===== src/rtl/hazard_ctrl_pkg.sv =====
// Shared opcode definitions for the 5-stage core: branch encodings, hazard FSM
// state encoding and the default data-memory timeout.
package hazard_ctrl_pkg;

  localparam logic [1:0] BR_NONE = 2'd0;
  localparam logic [1:0] BEQ     = 2'd1;
  localparam logic [1:0] BNE     = 2'd2;

  localparam int MEM_TIMEOUT_DEF = 255;

  typedef enum logic [1:0] {
    RUN      = 2'd0,
    MEM_WAIT = 2'd1,
    ERROR    = 2'd2
  } hz_state_e;

endpackage


===== src/rtl/hazard_ctrl_sat_counter.sv =====
// Saturating up-counter used for the hazard performance counters.
module sat_counter #(
  parameter int W = 16
) (
  input  logic         CLK,
  input  logic         RESET,
  input  logic         inc,
  output logic [W-1:0] COUNT
);

  logic [W-1:0] count_q;
  logic [W-1:0] count_d;

  // Next count: step by one unless already pinned at all-ones.
  always_comb begin
    count_d = count_q;
    if (inc && (count_q != {W{1'b1}})) begin
      count_d = count_q + {{(W-1){1'b0}}, 1'b1};
    end else begin
      count_d = count_q;
    end
  end

  // Count register.
  always_ff @(posedge CLK or posedge RESET) begin
    if (RESET) begin
      count_q <= {W{1'b0}};
    end else begin
      count_q <= count_d;
    end
  end

  assign COUNT = count_q;

endmodule


===== src/rtl/hazard_ctrl.sv =====
// Pipeline hazard and stall scheduler: load-use bubbles, taken-branch flushes
// and whole-pipe freeze on slow data-memory accesses, with a timeout trap.
module hazard_ctrl
  import hazard_ctrl_pkg::*;
#(
  parameter int MEM_TIMEOUT = MEM_TIMEOUT_DEF,
  parameter int CNT_W       = 16
) (
  input  logic             CLK,
  input  logic             RESET,
  input  logic [4:0]       DECODE_RS,
  input  logic [4:0]       DECODE_RT,
  input  logic             decode_uses_rt,
  input  logic [4:0]       EXECUTE_RD,
  input  logic             is_mem_read_ex,
  input  logic [1:0]       BRANCH_OP_EX,
  input  logic             alu_zero_ex,
  input  logic             mem_req,
  input  logic             mem_ready,
  output logic             pc_write,
  output logic             if_id_write,
  output logic             if_id_flush,
  output logic             id_ex_bubble,
  output logic             pipe_hold,
  output logic             pc_sel_branch,
  output logic             mem_error,
  output logic [CNT_W-1:0] STALL_COUNT,
  output logic [CNT_W-1:0] FLUSH_COUNT
);

  localparam int                WAIT_W   = $clog2(MEM_TIMEOUT + 1);
  localparam logic [WAIT_W-1:0] WAIT_MAX = WAIT_W'(MEM_TIMEOUT);

  hz_state_e         state_q, state_d;
  logic [WAIT_W-1:0] wait_q, wait_d;
  logic [WAIT_W-1:0] wait_inc_s;
  logic              taken_s;
  logic              load_use_s;
  logic              mem_stall_s;
  logic              stall_inc_s;

  assign taken_s     = ((BRANCH_OP_EX == BEQ) && alu_zero_ex) ||
                       ((BRANCH_OP_EX == BNE) && !alu_zero_ex);
  assign load_use_s  = is_mem_read_ex && (EXECUTE_RD != 5'd0) &&
                       ((EXECUTE_RD == DECODE_RS) ||
                        (decode_uses_rt && (EXECUTE_RD == DECODE_RT)));
  assign mem_stall_s = mem_req && !mem_ready;
  assign wait_inc_s  = wait_q + {{(WAIT_W-1){1'b0}}, 1'b1};

  // Next-state and wait-counter logic.
  always_comb begin
    state_d = state_q;
    wait_d  = wait_q;
    case (state_q)
      RUN: begin
        if (mem_stall_s) begin
          state_d = MEM_WAIT;
          wait_d  = {WAIT_W{1'b0}};
        end else begin
          state_d = RUN;
        end
      end
      MEM_WAIT: begin
        if (mem_ready) begin
          state_d = RUN;
        end else if (wait_inc_s == WAIT_MAX) begin
          state_d = ERROR;
          wait_d  = wait_inc_s;
        end else begin
          wait_d  = wait_inc_s;
        end
      end
      ERROR: begin
        state_d = ERROR;
      end
      default: begin
        state_d = RUN;
        wait_d  = {WAIT_W{1'b0}};
      end
    endcase
  end

  // Hazard controls: reset pattern first, then the priority chain.
  always_comb begin
    pc_write      = 1'b1;
    if_id_write   = 1'b1;
    if_id_flush   = 1'b0;
    id_ex_bubble  = 1'b0;
    pipe_hold     = 1'b0;
    pc_sel_branch = 1'b0;
    mem_error     = 1'b0;
    if (RESET) begin
      pc_write     = 1'b0;
      if_id_write  = 1'b0;
      if_id_flush  = 1'b1;
      id_ex_bubble = 1'b1;
    end else if (state_q == ERROR) begin
      pc_write    = 1'b0;
      if_id_write = 1'b0;
      pipe_hold   = 1'b1;
      mem_error   = 1'b1;
    end else if (mem_stall_s) begin
      // EXECUTE is frozen, so branch/load-use get another look next cycle.
      pc_write    = 1'b0;
      if_id_write = 1'b0;
      pipe_hold   = 1'b1;
    end else if (taken_s) begin
      pc_sel_branch = 1'b1;
      if_id_flush   = 1'b1;
      id_ex_bubble  = 1'b1;
    end else if (load_use_s) begin
      pc_write     = 1'b0;
      if_id_write  = 1'b0;
      id_ex_bubble = 1'b1;
    end else begin
      pc_write    = 1'b1;
      if_id_write = 1'b1;
    end
  end

  // State and wait-counter registers.
  always_ff @(posedge CLK or posedge RESET) begin
    if (RESET) begin
      state_q <= RUN;
      wait_q  <= {WAIT_W{1'b0}};
    end else begin
      state_q <= state_d;
      wait_q  <= wait_d;
    end
  end

  assign stall_inc_s = !pc_write && (state_q != ERROR);

  sat_counter #(.W(CNT_W)) u_stall_cnt (
    .CLK   (CLK),
    .RESET (RESET),
    .inc   (stall_inc_s),
    .COUNT (STALL_COUNT)
  );

  sat_counter #(.W(CNT_W)) u_flush_cnt (
    .CLK   (CLK),
    .RESET (RESET),
    .inc   (if_id_flush),
    .COUNT (FLUSH_COUNT)
  );

endmodule

===== config.mk =====
export PLATFORM = sky130hd
export DESIGN_NAME = hazard_ctrl
export DESIGN_NICKNAME = d
export VERILOG_FILES = /design/src/rtl/hazard_ctrl_pkg.sv /design/src/rtl/hazard_ctrl_sat_counter.sv /design/src/rtl/hazard_ctrl.sv
export SDC_FILE = /design/constraint.sdc
export NUM_CORES = 1
export LEC_CHECK = 0
export ABC_CLOCK_PERIOD_IN_PS = 2950
export BUFFER_PORTS_ARGS = -buffer_cell sky130_fd_sc_hd__buf_4
export CAP_MARGIN = 5
export CORE_ASPECT_RATIO = 1.5
export CORE_MARGIN = 3
export CORE_UTILIZATION = 52
export DETAILED_ROUTE_END_ITERATION = 12
export GPL_TIMING_DRIVEN = 0
export MAX_ROUTING_LAYER = met4
export PLACE_DENSITY_LB_ADDON = 0.12
export SKIP_CTS_REPAIR_TIMING = 1
export SYNTH_ARGS = -nofsm -noshare
export SYNTH_HDL_FRONTEND = slang
export SYNTH_SLANG_ARGS = --single-unit

===== constraint.sdc =====
create_clock -name CLK -period 2.95 [get_ports CLK]
set_input_delay 0.295 -clock CLK [delete_from_list [all_inputs] [get_ports CLK]]
set_output_delay 0.295 -clock CLK [all_outputs]
set_load 0.005 [all_outputs]

# Word-level counts from Yosys, hierarchy flattened
# Index checks and enable logic that the tools add are counted.
[totals]
regBits = 42
word_cells = 65
[classes]
add_sub_neg = 3
bitwise_logic = 1
mux = 27
n_reduce_logical = 17
eq_ne = 13
[ops]
columns = ["op", "n"]
rows = [
  ["16-bit by 1-bit adder with 16-bit output, second input constant", 2],
  ["16-bit != test, second input constant", 2],
  ["8-bit one-hot mux with 3 select lines", 1],
  ["1-bit two-way mux", 21],
  ["8-bit two-way mux", 2],
  ["5-bit equality test", 2],
  ["1-bit logical AND", 9],
  ["8-bit by 1-bit adder with 8-bit output, second input constant", 1],
  ["8-bit equality test, second input constant", 1],
  ["2-bit != test, second input constant", 3],
  ["2-bit one-hot mux with 3 select lines", 1],
  ["5-bit nonzero test", 1],
  ["2-bit by 1-bit equality test with 1-bit output, second input constant", 2],
  ["2-bit equality test, second input constant", 2],
  ["2-bit two-way mux", 2],
  ["1-bit zero test", 3],
  ["3-bit != test, second input constant", 1],
  ["3-bit AND reduction", 1],
  ["2-bit zero test", 1],
  ["1-bit logical OR", 2],
  ["1-bit inverter", 1],
]

# Depth between registers and ports, before layout
[depth]
depth_word = 12
ltp_mapped = 8
mapped_depth_nobuf = 7

# Modules after synthesis
# From an unflattened synthesis, not the netlist that was laid out.
[unflattened]
hier_cells = 238
area_unflattened_um2 = 2403.6
[by_module_without_submodules]
columns = ["mod", "n_inst", "cells_per_inst", "seq_area_each_um2", "area_per_inst_um2"]
rows = [
  ["sat_counter", 2, 71, 400.4, 805.8],
  ["hazard_ctrl", 1, 96, 250.2, 792.0],
]

# Worst setup path after synthesis
# Ideal clock, no wire load.
[synth_timing]
kind = "input-to-reg"
from = "input port RESET"
to = "register u_stall_cnt.count_q[1] (netlist: u_stall_cnt.COUNT[1])"
cell_stages = 6
setup_ns = 0.127
n_path_buf = 1
slack_ns = 0.479
arrival_ns = 2.343
path_cell_list = "inv_1 nand3_1 nor3b_1 a21oi_2 buf_4 mux2_1"
[synth_via]
elab_chain_len = 4
[synth_lines]
columns = ["item", "line", "rtl"]
rows = [
  ["from (decl)", "hazard_ctrl.sv:10", "input logic RESET,"],
  ["1-bit two-way mux", "hazard_ctrl.sv:92", "if (RESET) begin"],
  ["1-bit zero test", "hazard_ctrl.sv:132", "assign stall_inc_s = !pc_write && (state_q != ERROR);"],
  ["1-bit logical AND", "hazard_ctrl.sv:132", ""],
  ["1-bit logical AND", "hazard_ctrl_sat_counter.sv:17", "if (inc && (count_q != {W{1'b1}})) begin"],
  ["to (signal assigned)", "hazard_ctrl_sat_counter.sv:27", "count_q <= {W{1'b0}};"],
  ["to (signal assigned)", "hazard_ctrl_sat_counter.sv:29", "count_q <= count_d;"],
  ["to (decl)", "hazard_ctrl_sat_counter.sv:11", "logic [W-1:0] count_q;"],
]
# Every way passes these cells.
# A chain may end at the register's enable or synchronous reset.

# Worst setup path in the final report
[layout_timing]
from = "register u_stall_cnt.count_q[0] (netlist: u_stall_cnt.COUNT[0])"
to = "register u_stall_cnt.count_q[1] (netlist: u_stall_cnt.COUNT[1])"
[layout_via]
elab_chain_len = 2
[layout_lines]
columns = ["item"]
rows = [
  ["parallel branches: the longest is 2 deep, another holds 16-bit by 1-bit adder with 16-bit output"],
]
# Several ways; the timed one is not identified.

==> flow_metrics.tcl <==
set metrics [dict create \
    outcome "completed" \
    drc 0 \
    peakVddDrop_mv 0.5146 \
    cp.buffers_inverters 1 \
    placed_area_um2 2788 \
    drtIter0Drc 84 \
    clock.fmax_mhz 402.6 \
    clk_latency_ns 0.29 \
    clk_pin_slew_ns 0.08 \
    cp_data_required_time_ns 3.13 \
    cts_root_buf "clkbuf_8" \
    cts_htree_levels 2 \
    r2r_cells 7 \
    rsz0062_at_grt "false" \
    path_depth 7 \
    cp_data_arrival_time_ns 2.66 \
    crit_type "flip-flop to flip-flop" \
    gp_congestion 0.8549 \
    netlist_area_um2 2266 \
    grt_first_pass_wirelength_mm 8.728 \
    cts_tree "yes" \
    wl_mm 5.076 \
    tightest_slew_ns 0.8915 \
    setup_ws_ns 0.4664 \
    finalNetCount 328 \
    synth_warnings 0 \
    power_switching_w 0.0006466 \
    via_per_inst 5.647 \
    powerDensity_nw_per_um2 653.5 \
    cts.sinks 42 \
    grt_pass1_vias 2018 \
    cp-start-kind "flip-flop" \
    antenna_found_initial 0 \
    pin_count 63 \
    first_pass_iters 4 \
    place_hpwl_mm 3.893 \
    design.die.area_um2 5202 \
    finalCriticalPeriod_ns 2.484 \
    antenna_cells 0 \
    finalClockSkew_ns 0.006636 \
    drive_gt1_frac 0.2658 \
    port-buffer-count 62 \
    mostFrequentLayoutCell "buf_4" \
    die_h_um 86.85 \
    start_util 0.5576 \
    vias 1954 \
    finalCritPeriodShare 0.8419 \
    swShare 0.3443 \
    core_region_area_um2 4064 \
    final_util 0.7072 \
    crit_top_cell "nor4_1" \
    synth.distinct_cells 37 \
    dp_slack_ns 0.3318 \
    rows 28 \
    finalMaxSlewViolations 0 \
    pwr-share-comb 0.318 \
    maxCapViolations 0 \
    synth.avg_cell_area_um2 9.809 \
    antenna_left 0 \
    setup_tns_ns 0 \
    cp_top_family "simple AND/OR/NAND/NOR gates" \
    multiInputGateArea_um2 1162 \
    dieWidth_um 59.90 \
    regArea_um2 1051 \
    synth_nets 259 \
    synth-seq-cells 42 \
    cts_inserted_buffers 5 \
    fill_cells 343 \
    power.internal_w 0.001232 \
    final_cell_mix "64 x buf_4, 42 x dfrtp_1, 28 x xnor2_1" \
    synth_seq_area_share 0.4638 \
    cp_max_fo 10 \
    p_clk_frac 0.196 \
    syn_to_final_growth_pct 26.84 \
    worstPathCellList "ha_1, nand4_1, nor4_1, nor4_1, a21oi_2, buf_4, mux2_1" \
    avgRoutedWirePerCell_um 14.67 \
    slew_headroom 0.4048 \
    whs_ns 0.2002 \
    setup_viol 0 \
    hold_viol_final 0 \
    grt_overflow 0 \
    grt.total_usage 0.2245 \
    holdPathStages 2 \
    end_kind "flip-flop" \
    grt_max_degree 44 \
    critPathMaxStageDelay_ns 0.44 \
    fin_area_um2 2874 \
    power.share.sequential 0.487 \
    cts_buffer_depth 2 \
    cp_slowest_cell "nor4_1" \
    syn_inst 231 \
    cellLeakagePower_nw 1.274 \
    hold_path_class "input port to flip-flop" \
]
[power by group through the flow]
stage | registers, W | logic [W] | clock network [W]
4_1_cts | 0.000916 | 0.000609 | 0.000381
2_1_floorplan | 0.000895 | 0.000302 | 0
6_report | 0.000914 | 0.000597 | 0.000367
5_1_grt | 0.000943 | 0.000670 | 0.000397
3_5_place_dp | 0.000923 | 0.000608 | 0
3_3_place_gp | 0.000919 | 0.000585 | 0
[through the flow]
| step | total power, W | instances |
|---|---|---|
| CTS | 0.001905 | 346 |
| global route | 0.002010 | 346 |
| finish | 0.001878 | 346 |
| floorplan | 0.001197 | 231 |
| detailed placement | 0.001531 | 338 |
| global placement | 0.001504 | 338 |
[logic make-up after synthesis]
| logic type | Yosys count | share of synthesized area |
|---|---|---|
| XOR/XNOR | 41 | 0.1585 |
| AND/OR/NAND/NOR | 100 | 0.2286 |
| AO/OA/AOI/OAI | 29 | 0.08890 |
| buffers and inverters | 12 | 0.02319 |
| multiplexers | 3 | 0.01491 |
| adder cells (fa/ha/maj) | 4 | 0.02209 |
| flip-flops | 42 | 0.4638 |
[path summary, 6_finish.rpt]
check | start | endpoint | slack [ns]
min | mem_ready | wait_q[1]$_DFFE_PP0P_ | 0.20
min in group asynchronous | RESET | wait_q[6]$_DFFE_PP0P_ | 0.22
min reg2reg | u_flush_cnt.COUNT[7]$_DFFE_PP0P_ | u_flush_cnt.COUNT[7]$_DFFE_PP0P_ | 0.50
max reg2reg | u_stall_cnt.COUNT[0]$_DFFE_PP0P_ | u_stall_cnt.COUNT[1]$_DFFE_PP0P_ | 0.47
max | u_stall_cnt.COUNT[0]$_DFFE_PP0P_ | u_stall_cnt.COUNT[1]$_DFFE_PP0P_ | 0.47
max in group asynchronous | RESET | u_stall_cnt.COUNT[12]$_DFFE_PP0P_ | 2.17
[final cells by class]
type                       count  share of cell area
clock inverter                 2            0.004789
timing repair buffer          62              0.1620
multi-input combinational    177              0.4044
tap                           45             0.01959
inverter                       8             0.01045
buffer                         4            0.007836
clock buffer                   6             0.02525
sequential                    42              0.3657
[state kept, by name (all words and copies together), names as in the netlist]
signal	cells
state_q	2
wait_q	8
u_stall_cnt.COUNT	16
u_flush_cnt.COUNT	16
[Yosys cell counts (all sizes together)]
library cell / number / share of area
a2111oi: 2 / 0.016
a211oi: 2 / 0.0066
a21o: 3 / 0.0099
a21oi: 8 / 0.019
a31oi: 1 / 0.0028
and3: 5 / 0.016
and3b: 1 / 0.0039
and4: 4 / 0.019
buf: 2 / 0.0066
clkbuf: 2 / 0.0033
dfrtp: 42 / 0.46
ha: 4 / 0.022
inv: 8 / 0.013
mux2: 3 / 0.015
nand2: 22 / 0.036
nand2b: 3 / 0.0083
nand3: 15 / 0.033
nand4: 11 / 0.030
nor2: 21 / 0.035
nor2b: 1 / 0.0028
nor3: 9 / 0.020
nor3b: 1 / 0.0033
nor4: 4 / 0.011
nor4b: 1 / 0.0039
o21ai: 10 / 0.024
o22ai: 1 / 0.0028
o41ai: 2 / 0.0077
or3: 1 / 0.0028
or4: 1 / 0.0033
xnor2: 28 / 0.11
xor2: 13 / 0.050
[layer usage]
layer | track usage | vias up | share of wire
li1 | - | 943 | -
met1 | 0.2420 | 957 | 0.39
met2 | 0.3907 | 46 | 0.54
met3 | 0.04322 | 8 | 0.048
met4 | 0.09274 | 0 | 0.023
met5 | - | - | 0
Note: power is estimated with default switching activity, not from simulation.
